[src/rtl/btc_pkg.sv]
// -----------------------------------------------------------------------------
// btc_pkg
// Shared constants and helpers for the Bitcoin nonce scanning datapath.
//   HDR_BYTES  : header template bytes that precede the nonce (76)
//   LOAD_BYTES : bytes in one configuration load (76 + 4 + 4 + 1 = 85)
//   S_*        : scanner FSM state encoding
//   bswap32    : reverse the byte order of a 32-bit word
//   bswap256   : reverse the byte order of a 256-bit digest
// -----------------------------------------------------------------------------
package btc_pkg;

    localparam int HDR_BYTES  = 76;
    localparam int LOAD_BYTES = 85;

    localparam logic [2:0] S_LOAD  = 3'd0;
    localparam logic [2:0] S_ARMED = 3'd1;
    localparam logic [2:0] S_START = 3'd2;
    localparam logic [2:0] S_WAIT  = 3'd3;
    localparam logic [2:0] S_CHECK = 3'd4;
    localparam logic [2:0] S_FOUND = 3'd5;

    function automatic logic [31:0] bswap32(input logic [31:0] w);
        return {w[7:0], w[15:8], w[23:16], w[31:24]};
    endfunction

    function automatic logic [255:0] bswap256(input logic [255:0] w);
        logic [255:0] r;
        r = '0;
        for (int k = 0; k < 32; k++) begin
            r[8*k +: 8] = w[255-8*k -: 8];
        end
        return r;
    endfunction

endpackage

[src/rtl/target_cmp.sv]
// -----------------------------------------------------------------------------
// target_cmp
// Combinational difficulty check: a raw SHA256d digest meets the target when
// the top i_zbits bits of its byte-reversed (big-number) value are all zero.
// A zero-bit target always hits.
//   i_digest : raw digest as produced by the hasher
//   i_zbits  : required count of leading zero bits
//   o_hit    : digest meets the target
// -----------------------------------------------------------------------------
module target_cmp
    import btc_pkg::*;
#(
    parameter int ZBITS_W = 8
) (
    input  logic [255:0]         i_digest,
    input  logic [ZBITS_W-1:0]   i_zbits,
    output logic                 o_hit
);

    logic [255:0] w_value;
    logic [255:0] w_mask;

    assign w_value = bswap256(i_digest);
    // Ones in the top i_zbits positions; all zero when i_zbits is 0.
    assign w_mask  = ~({256{1'b1}} >> i_zbits);
    assign o_hit   = ((w_value & w_mask) == '0);

endmodule

[src/rtl/nonce_scanner.sv]
// -----------------------------------------------------------------------------
// nonce_scanner
// Initiator side of the double-SHA256 hasher handshake. A host streams in an
// 85-byte configuration (76 header bytes, nonce_lo LE, nonce_hi LE, zbits);
// on go the scanner issues one hash request per nonce from nonce_lo up to and
// including nonce_hi (wrapping through 0xFFFFFFFF), checks each digest against
// the leading-zero target and reports winning nonces.
//
// Ports
//   clk, rst             : clock, synchronous active-high reset
//   cfg_valid/data/ready : configuration byte stream (ready only in S_LOAD)
//   go, abort            : start scan / stop scan keeping configuration
//   hs_start, hs_block   : hash request pulse and 640-bit block to hash
//   hs_done, hs_hash     : hasher completion pulse and digest
//   busy                 : a scan step is in progress
//   found, found_nonce   : winning-nonce pulse and last winning nonce
//   exhausted            : range finished without stopping on a hit
//   hash_count           : digests checked since go (HASH_COUNT_EN only)
//
// Build option: define HASH_COUNT_EN to add the saturating hash_count output.
// -----------------------------------------------------------------------------
module nonce_scanner
    import btc_pkg::*;
#(
    parameter int STOP_ON_FIND = 1,
    parameter int ZBITS_W      = 8
) (
    input  logic           clk,
    input  logic           rst,
    input  logic           cfg_valid,
    input  logic [7:0]     cfg_data,
    output logic           cfg_ready,
    input  logic           go,
    input  logic           abort,
    output logic           hs_start,
    output logic [639:0]   hs_block,
    input  logic           hs_done,
    input  logic [255:0]   hs_hash,
    output logic           busy,
    output logic           found,
    output logic [31:0]    found_nonce,
`ifdef HASH_COUNT_EN
    output logic [31:0]    hash_count,
`endif
    output logic           exhausted
);

    logic [2:0]          r_state;
    logic [6:0]          r_cnt;
    logic [607:0]        r_hdr;
    logic [31:0]         r_lo;
    logic [31:0]         r_hi;
    logic [ZBITS_W-1:0]  r_zbits;
    logic [31:0]         r_nonce;
    logic [255:0]        r_hash;
    logic                r_pend;
    logic                r_found;
    logic [31:0]         r_found_nonce;
    logic                r_exh;
`ifdef HASH_COUNT_EN
    logic [31:0]         r_hcnt;
`endif

    logic                w_hit;
    logic                w_last;

    target_cmp #(.ZBITS_W(ZBITS_W)) u_cmp (
        .i_digest (r_hash),
        .i_zbits  (r_zbits),
        .o_hit    (w_hit)
    );

    assign w_last      = (r_nonce == r_hi);
    assign cfg_ready   = (r_state == S_LOAD);
    // abort in S_START suppresses the request so nothing is left in flight.
    assign hs_start    = (r_state == S_START) && !abort;
    assign hs_block    = {r_hdr, bswap32(r_nonce)};
    assign busy        = (r_state == S_START) || (r_state == S_WAIT) || (r_state == S_CHECK);
    assign found       = r_found;
    assign found_nonce = r_found_nonce;
    assign exhausted   = r_exh;
`ifdef HASH_COUNT_EN
    assign hash_count  = r_hcnt;
`endif

    always_ff @(posedge clk) begin
        r_found <= 1'b0;
        if (rst) begin
            r_state       <= S_LOAD;
            r_cnt         <= '0;
            r_hdr         <= '0;
            r_nonce       <= '0;
            r_pend        <= 1'b0;
            r_found_nonce <= '0;
            r_exh         <= 1'b0;
`ifdef HASH_COUNT_EN
            r_hcnt        <= '0;
`endif
        end else begin
            // Tracks a request whose hs_done has not yet come back, even
            // after an abort has moved the FSM on.
            if (hs_start) begin
                r_pend <= 1'b1;
            end else if (hs_done) begin
                r_pend <= 1'b0;
            end

            case (r_state)
                S_LOAD: begin
                    if (cfg_valid) begin
                        if (r_cnt < 7'(HDR_BYTES)) begin
                            r_hdr <= {r_hdr[599:0], cfg_data};
                        end else if (r_cnt < 7'(HDR_BYTES + 4)) begin
                            r_lo <= {cfg_data, r_lo[31:8]};
                        end else if (r_cnt < 7'(HDR_BYTES + 8)) begin
                            r_hi <= {cfg_data, r_hi[31:8]};
                        end else begin
                            r_zbits <= ZBITS_W'(cfg_data);
                        end
                        if (r_cnt == 7'(LOAD_BYTES - 1)) begin
                            r_cnt   <= '0;
                            r_state <= S_ARMED;
                        end else begin
                            r_cnt <= r_cnt + 7'd1;
                        end
                    end
                end
                S_ARMED: begin
                    if (cfg_valid) begin
                        r_cnt   <= '0;
                        r_state <= S_LOAD;
                    end else if (go && !r_pend) begin
                        r_nonce <= r_lo;
                        r_exh   <= 1'b0;
`ifdef HASH_COUNT_EN
                        r_hcnt  <= '0;
`endif
                        r_state <= S_START;
                    end
                end
                S_START: begin
                    r_state <= abort ? S_ARMED : S_WAIT;
                end
                S_WAIT: begin
                    if (abort) begin
                        r_state <= S_ARMED;
                    end else if (hs_done) begin
                        r_hash  <= hs_hash;
                        r_state <= S_CHECK;
                    end
                end
                S_CHECK: begin
                    if (abort) begin
                        r_state <= S_ARMED;
                    end else begin
`ifdef HASH_COUNT_EN
                        if (r_hcnt != 32'hFFFF_FFFF) begin
                            r_hcnt <= r_hcnt + 32'd1;
                        end
`endif
                        if (w_hit) begin
                            r_found       <= 1'b1;
                            r_found_nonce <= r_nonce;
                        end
                        if (w_hit && (STOP_ON_FIND != 0)) begin
                            r_state <= S_FOUND;
                        end else if (w_last) begin
                            r_exh   <= 1'b1;
                            r_state <= S_ARMED;
                        end else begin
                            r_nonce <= r_nonce + 32'd1;
                            r_state <= S_START;
                        end
                    end
                end
                S_FOUND: begin
                    if (cfg_valid) begin
                        r_cnt   <= '0;
                        r_state <= S_LOAD;
                    end else if (go) begin
                        if (w_last) begin
                            r_exh   <= 1'b1;
                            r_state <= S_ARMED;
                        end else begin
                            r_nonce <= r_nonce + 32'd1;
                            r_state <= S_START;
                        end
                    end
                end
                default: begin
                    r_state <= S_LOAD;
                end
            endcase
        end
    end

endmodule

[config.mk]
export PLATFORM = sky130hd
export DESIGN_NAME = nonce_scanner
export DESIGN_NICKNAME = d
export VERILOG_FILES = /design/src/rtl/btc_pkg.sv /design/src/rtl/target_cmp.sv /design/src/rtl/nonce_scanner.sv
export SDC_FILE = /design/constraint.sdc
export NUM_CORES = 2
export LEC_CHECK = 0
export ABC_AREA = 0
export BUFFER_PORTS_ARGS = -buffer_cell sky130_fd_sc_hd__buf_2
export CAP_MARGIN = 40
export CORE_AREA = 2 2 365 367
export DETAILED_ROUTE_END_ITERATION = 16
export DIE_AREA = 0 0 367 369
export GPL_ROUTABILITY_DRIVEN = 1
export PLACE_DENSITY_LB_ADDON = 0.08
export SETUP_SLACK_MARGIN = 0.4
export SLEW_MARGIN = 25
export SYNTH_ARGS = -nofsm -noshare
export SYNTH_HDL_FRONTEND = slang
export SYNTH_HIERARCHICAL = 1
export SYNTH_SLANG_ARGS = --single-unit
[constraint.sdc]
create_clock -name clk -period 29.3 [get_ports clk]
set_clock_uncertainty 0.15 [all_clocks]
set_input_delay 2.93 -clock clk [delete_from_list [all_inputs] [get_ports clk]]
set_output_delay 2.93 -clock clk [all_outputs]
set_load 0.02 [all_outputs]
Yosys cells after proc, flatten, opt, wreduce, memory -nomap -nowiden --
Cells that the tools add are included.
Word-level totals: bits in registers 1013, bits of input ports 270, output and inout port bits 677, word-level logic and storage cells 103
Operators by class: $add $sub $neg 2, magnitude comparators 3, equality and inequality tests 19, shift-type cells 1, mux-type cells 36, bitwise operators 8, reduce and logical (&&, ||, !) cells 22
Operator list (count):
- $and 256x256->256 | 1
- $logic_not 256->1 | 1
- $not 256->256 | 1
- $shr 256x8->256 const A | 1
- $mux 32 | 7
- $pmux 32 s3 | 1
- $add 32x1->32 const B | 1
- $eq 32x32->1 | 1
- $mux 3 | 10
- $lt 7x7->1 const B | 3
- $mux 7 | 3
- $pmux 3 s6 | 1
- $ne 2x2->1 const B | 7
- $pmux 7 s2 | 1
- $reduce_and 6->1 | 2
- $mux 1 | 10
- $reduce_and 5->1 | 2
- $ne 3x3->1 const B | 3
- $reduce_and 3->1 | 3
- $add 7x1->7 const B | 1
- $eq 7x7->1 const B | 1
- $reduce_and 7->1 | 1
- $eq 3x2->1 const B | 2
- $eq 3x3->1 const B | 2
- 14 further kinds | 25

Depth between registers and ports, before layout --
depth in word-level cells 7, mapped depth 19, gate-level depth less buffers 14

By module --
Netlist, hierarchy kept.
Modules (own cells, without submodules):
- nonce_scanner | times used 1, cells an instance 3549, area each 34979.8 um^2, sequential area each 23562.6 um^2
- target_cmp | times used 1, cells an instance 563, area each 3353.2 um^2, sequential area each 0.0 um^2

Worst setup path after synthesis --
OpenSTA, ideal clock, no wires.
path kind input to register, start in rst, end reg r_hash[0] (enable), library setup time 1.186 ns, arrival time 20.729 ns, required time 27.964 ns, slack 7.235 ns, cell stages on the path 3, buffers on the path 2, path through clkbuf_1 -> clkbuf_1 -> nor3_1
On the way: cells in the longest elaborated chain, start to end 2
RTL lines:
- start: declaration | RTL line nonce_scanner.sv:29 | input logic rst,
- $not 1->1 (no line)
- $reduce_and 4->1 (no line)
- end signal: assignment | RTL line nonce_scanner.sv:148 | r_hash <= hs_hash;
- end: declaration | RTL line nonce_scanner.sv:55 | logic [255:0] r_hash;
No other way between the ends. A chain may end at the register's enable or synchronous reset.

Worst setup path in the final report --
start in abort, end out hs_start
On the way: cells in the longest elaborated chain, start to end 2
RTL lines:
- start: declaration | RTL line nonce_scanner.sv:34 | input logic abort,
- $logic_not 1->1 | RTL line nonce_scanner.sv:76 | assign hs_start = (r_state == S_START) && !abort;
- $logic_and 1x1->1 | RTL line nonce_scanner.sv:76
- end: declaration | RTL line nonce_scanner.sv:35 | output logic hs_start,
No other way between the ends.

==> results.md <==
- Run status: completed
- CP peak stage delay: 0.42 ns
- Leak: 18.2 nW
- Setup-failing EPs final: 0
- Max cap viols: 0
- Critical path required time: 26.22 ns
- Drt first pass iters: 8
- CTS clock-pin slew for the worst setup and hold paths: 0.06 ns
- Unrepaired setup endpoints after global routing: no
- FF-to-FF End: r_nonce[29]$_SDFFE_PP0P_
- Final ANT Viol Nets: 0
- Worst-Skew Late Latency: 0.73 ns
- Post-Synthesis Cells: 4111
- Peak supply drop: 46.6 µV
- Pins Over Slew Limit: 0
- Filler cells: 13700
- Wire per inst: 24.3 µm
- Layout cells sized above 1: 24.3%
- Avg Inst Size Synth: 9.32 µm²
- Hold WC Path Type: register to register
- Setup bufs post-CTS: 0
- Crit path capture type: output port
- Die H: 369 µm
- Pwr/cell area: 64.6 nW/µm²
- CTS sink cnt: 1012
- DR vias/cell: 4.97
- Initial antenna violation count: 46
- Reg2Reg Setup Slack: 23.28 ns
- Critical-path cell list: buf_2 -> nor3_1 -> buf_2
- Worst flop-to-flop path startpoint: r_zbits[4]$_DFFE_PP_
- Std-Cell Rows: 133
- Core box area: 131000 µm²
- Most common cell after layout, fill and taps aside: nand2_1
- Final core occ: 36.9%
- Hold EP: r_hdr[269]$_SDFFE_PP0P_
- Worst hold start: r_hdr[261]$_SDFFE_PP0P_
- GR Layer Usage met3: 7.03%
- Critical path class: primary input to output port
- Sequential cell area: 23500 µm²
- WP data arrival: 3.79 ns
- Setup TNS: 0 ns
- Path depth of the worst reg2reg path: 19
- Slew headroom: 20.0%
- PortBufs: 945
- Routed WL: 165 mm
- Most used cell, CP: buf_2
- Total gr overflow: 0
- Vias in the first global route: 31700
- Remaining DRCs: 0
- Dpl hpwl: 120 mm
- Part of the cycle the worst path needs: 23.4%
- Crit path time final: 6.87 ns
- Most frequent cells in the layout: nand2_1 (1373), buf_2 (945), a21oi_1 (740)
- Htree depth: 3
- Syn nets: 4383
- Layout net count: 5197
- Max Fanout on Critical Path: 6
- Synthesized area: 38300 µm²
- Final Hold Fails: 0
- Critical-path top delay cell: nor3_1
- Grt peak-use layer: met2
- Area delta synth->final: 26.3%
- Die ar.: 135000 µm²
- Worst-Margin Slew: 1.20 ns
- CTS Root Buffer Type: clkbuf_16
- Die W: 367 µm
- Area taken by multi-input logic gates: 13300 µm²
- I/O pin total: 947
- Hold Buf Count CTS: 0
- Global-route usage over all layers: 23.2%
- First-pass GRT wire length: 232 mm
- Starting DRC count in detailed routing: 3252
- CTS Buf Count: 114
- Met1 usage: 29.5%
- Worst Setup Start Kind: primary input
- Routed via count: 33700
- Worst hold path depth: 2
- GP Congestion: 0.896
- CTS tree: built
- Max Clk Rate: 146 MHz
- Max clock buf depth: 3
- GR Util met2: 37.7%
- Starting Density: 29.2%
- YS warnings: 6
- Post-cts resize count: 0
- Largest net degree at the start of global routing: 213
how the worst max path moves through the flow:
| stage | from | end | slack, ns | cells after the start |
|---|---|---|---|---|
| finish | abort | hs_start | 22.43 | 3 |
| global route | abort | hs_start | 22.35 | 3 |
| CTS | abort | hs_start | 22.44 | 3 |
| detailed placement | cfg_valid | r_hdr[242]$_SDFFE_PP0P_ | 22.21 | 11 |
| global placement | cfg_valid | r_hdr[164]$_SDFFE_PP0P_ | 21.85 | 9 |
| floorplan | rst | r_hash[0]$_DFFE_PP_ | 7.31 | 3 |
state kept, by name (all words and copies together), names as in the netlist:
signal / cells
found_nonce: 32
r_pend: 1
r_hdr: 608
r_lo: 32
exhausted: 1
r_hi: 32
r_nonce: 32
r_cnt: 7
r_zbits: 8
found: 1
r_hash: 255
r_state: 3
worst max-delay path: cells and delay by family:
| family | cells | cell delay (ns) |
|---|---|---|
| buffers and inverters | 2 | 0.43 |
| and+or+nand+nor | 1 | 0.42 |
layout make-up:
type,instances,area share (%)
antenna,19,0.0983
clock buffer,158,6.61
clock inverter,48,1.05
inverter,19,0.147
multi-input combinational,2770,27.6
sequential,1012,48.6
tap,1755,4.54
timing repair buffer,1008,11.3
report_power, final:
group          switching, mW  internal, mW  leakage [nW]  total [mW]
logic                  0.176        0.0511          7.93       0.227
clock network          0.607         0.816          1.81        1.42
registers             0.0219          1.45          8.46        1.48
total                  0.805          2.32          18.2        3.13
metal layers:
metal	part of all wire, %	up-vias
met5	0.091	-
met4	3.0	24
met3	8.6	272
met2	47	1396
met1	42	16200
li1	-	15800
through the flow:
step / area [µm²] / power [mW] / setup WS, ns / hold WS [ns] / std cells
floorplan: 38300 / 1.64 / 7.31 / 0.271 / 4111
global placement: 44200 / 1.72 / 21.85 / 0.287 / 6545
detailed placement: 44500 / 1.73 / 22.21 / 0.285 / 6557
CTS: 48200 / 3.16 / 22.44 / 0.282 / 6763
global route: 48400 / 3.24 / 22.35 / 0.304 / 6783
finish: 48400 / 3.13 / 22.43 / 0.280 / 6789
No activity file was read; power rests on OpenSTA's default activity.
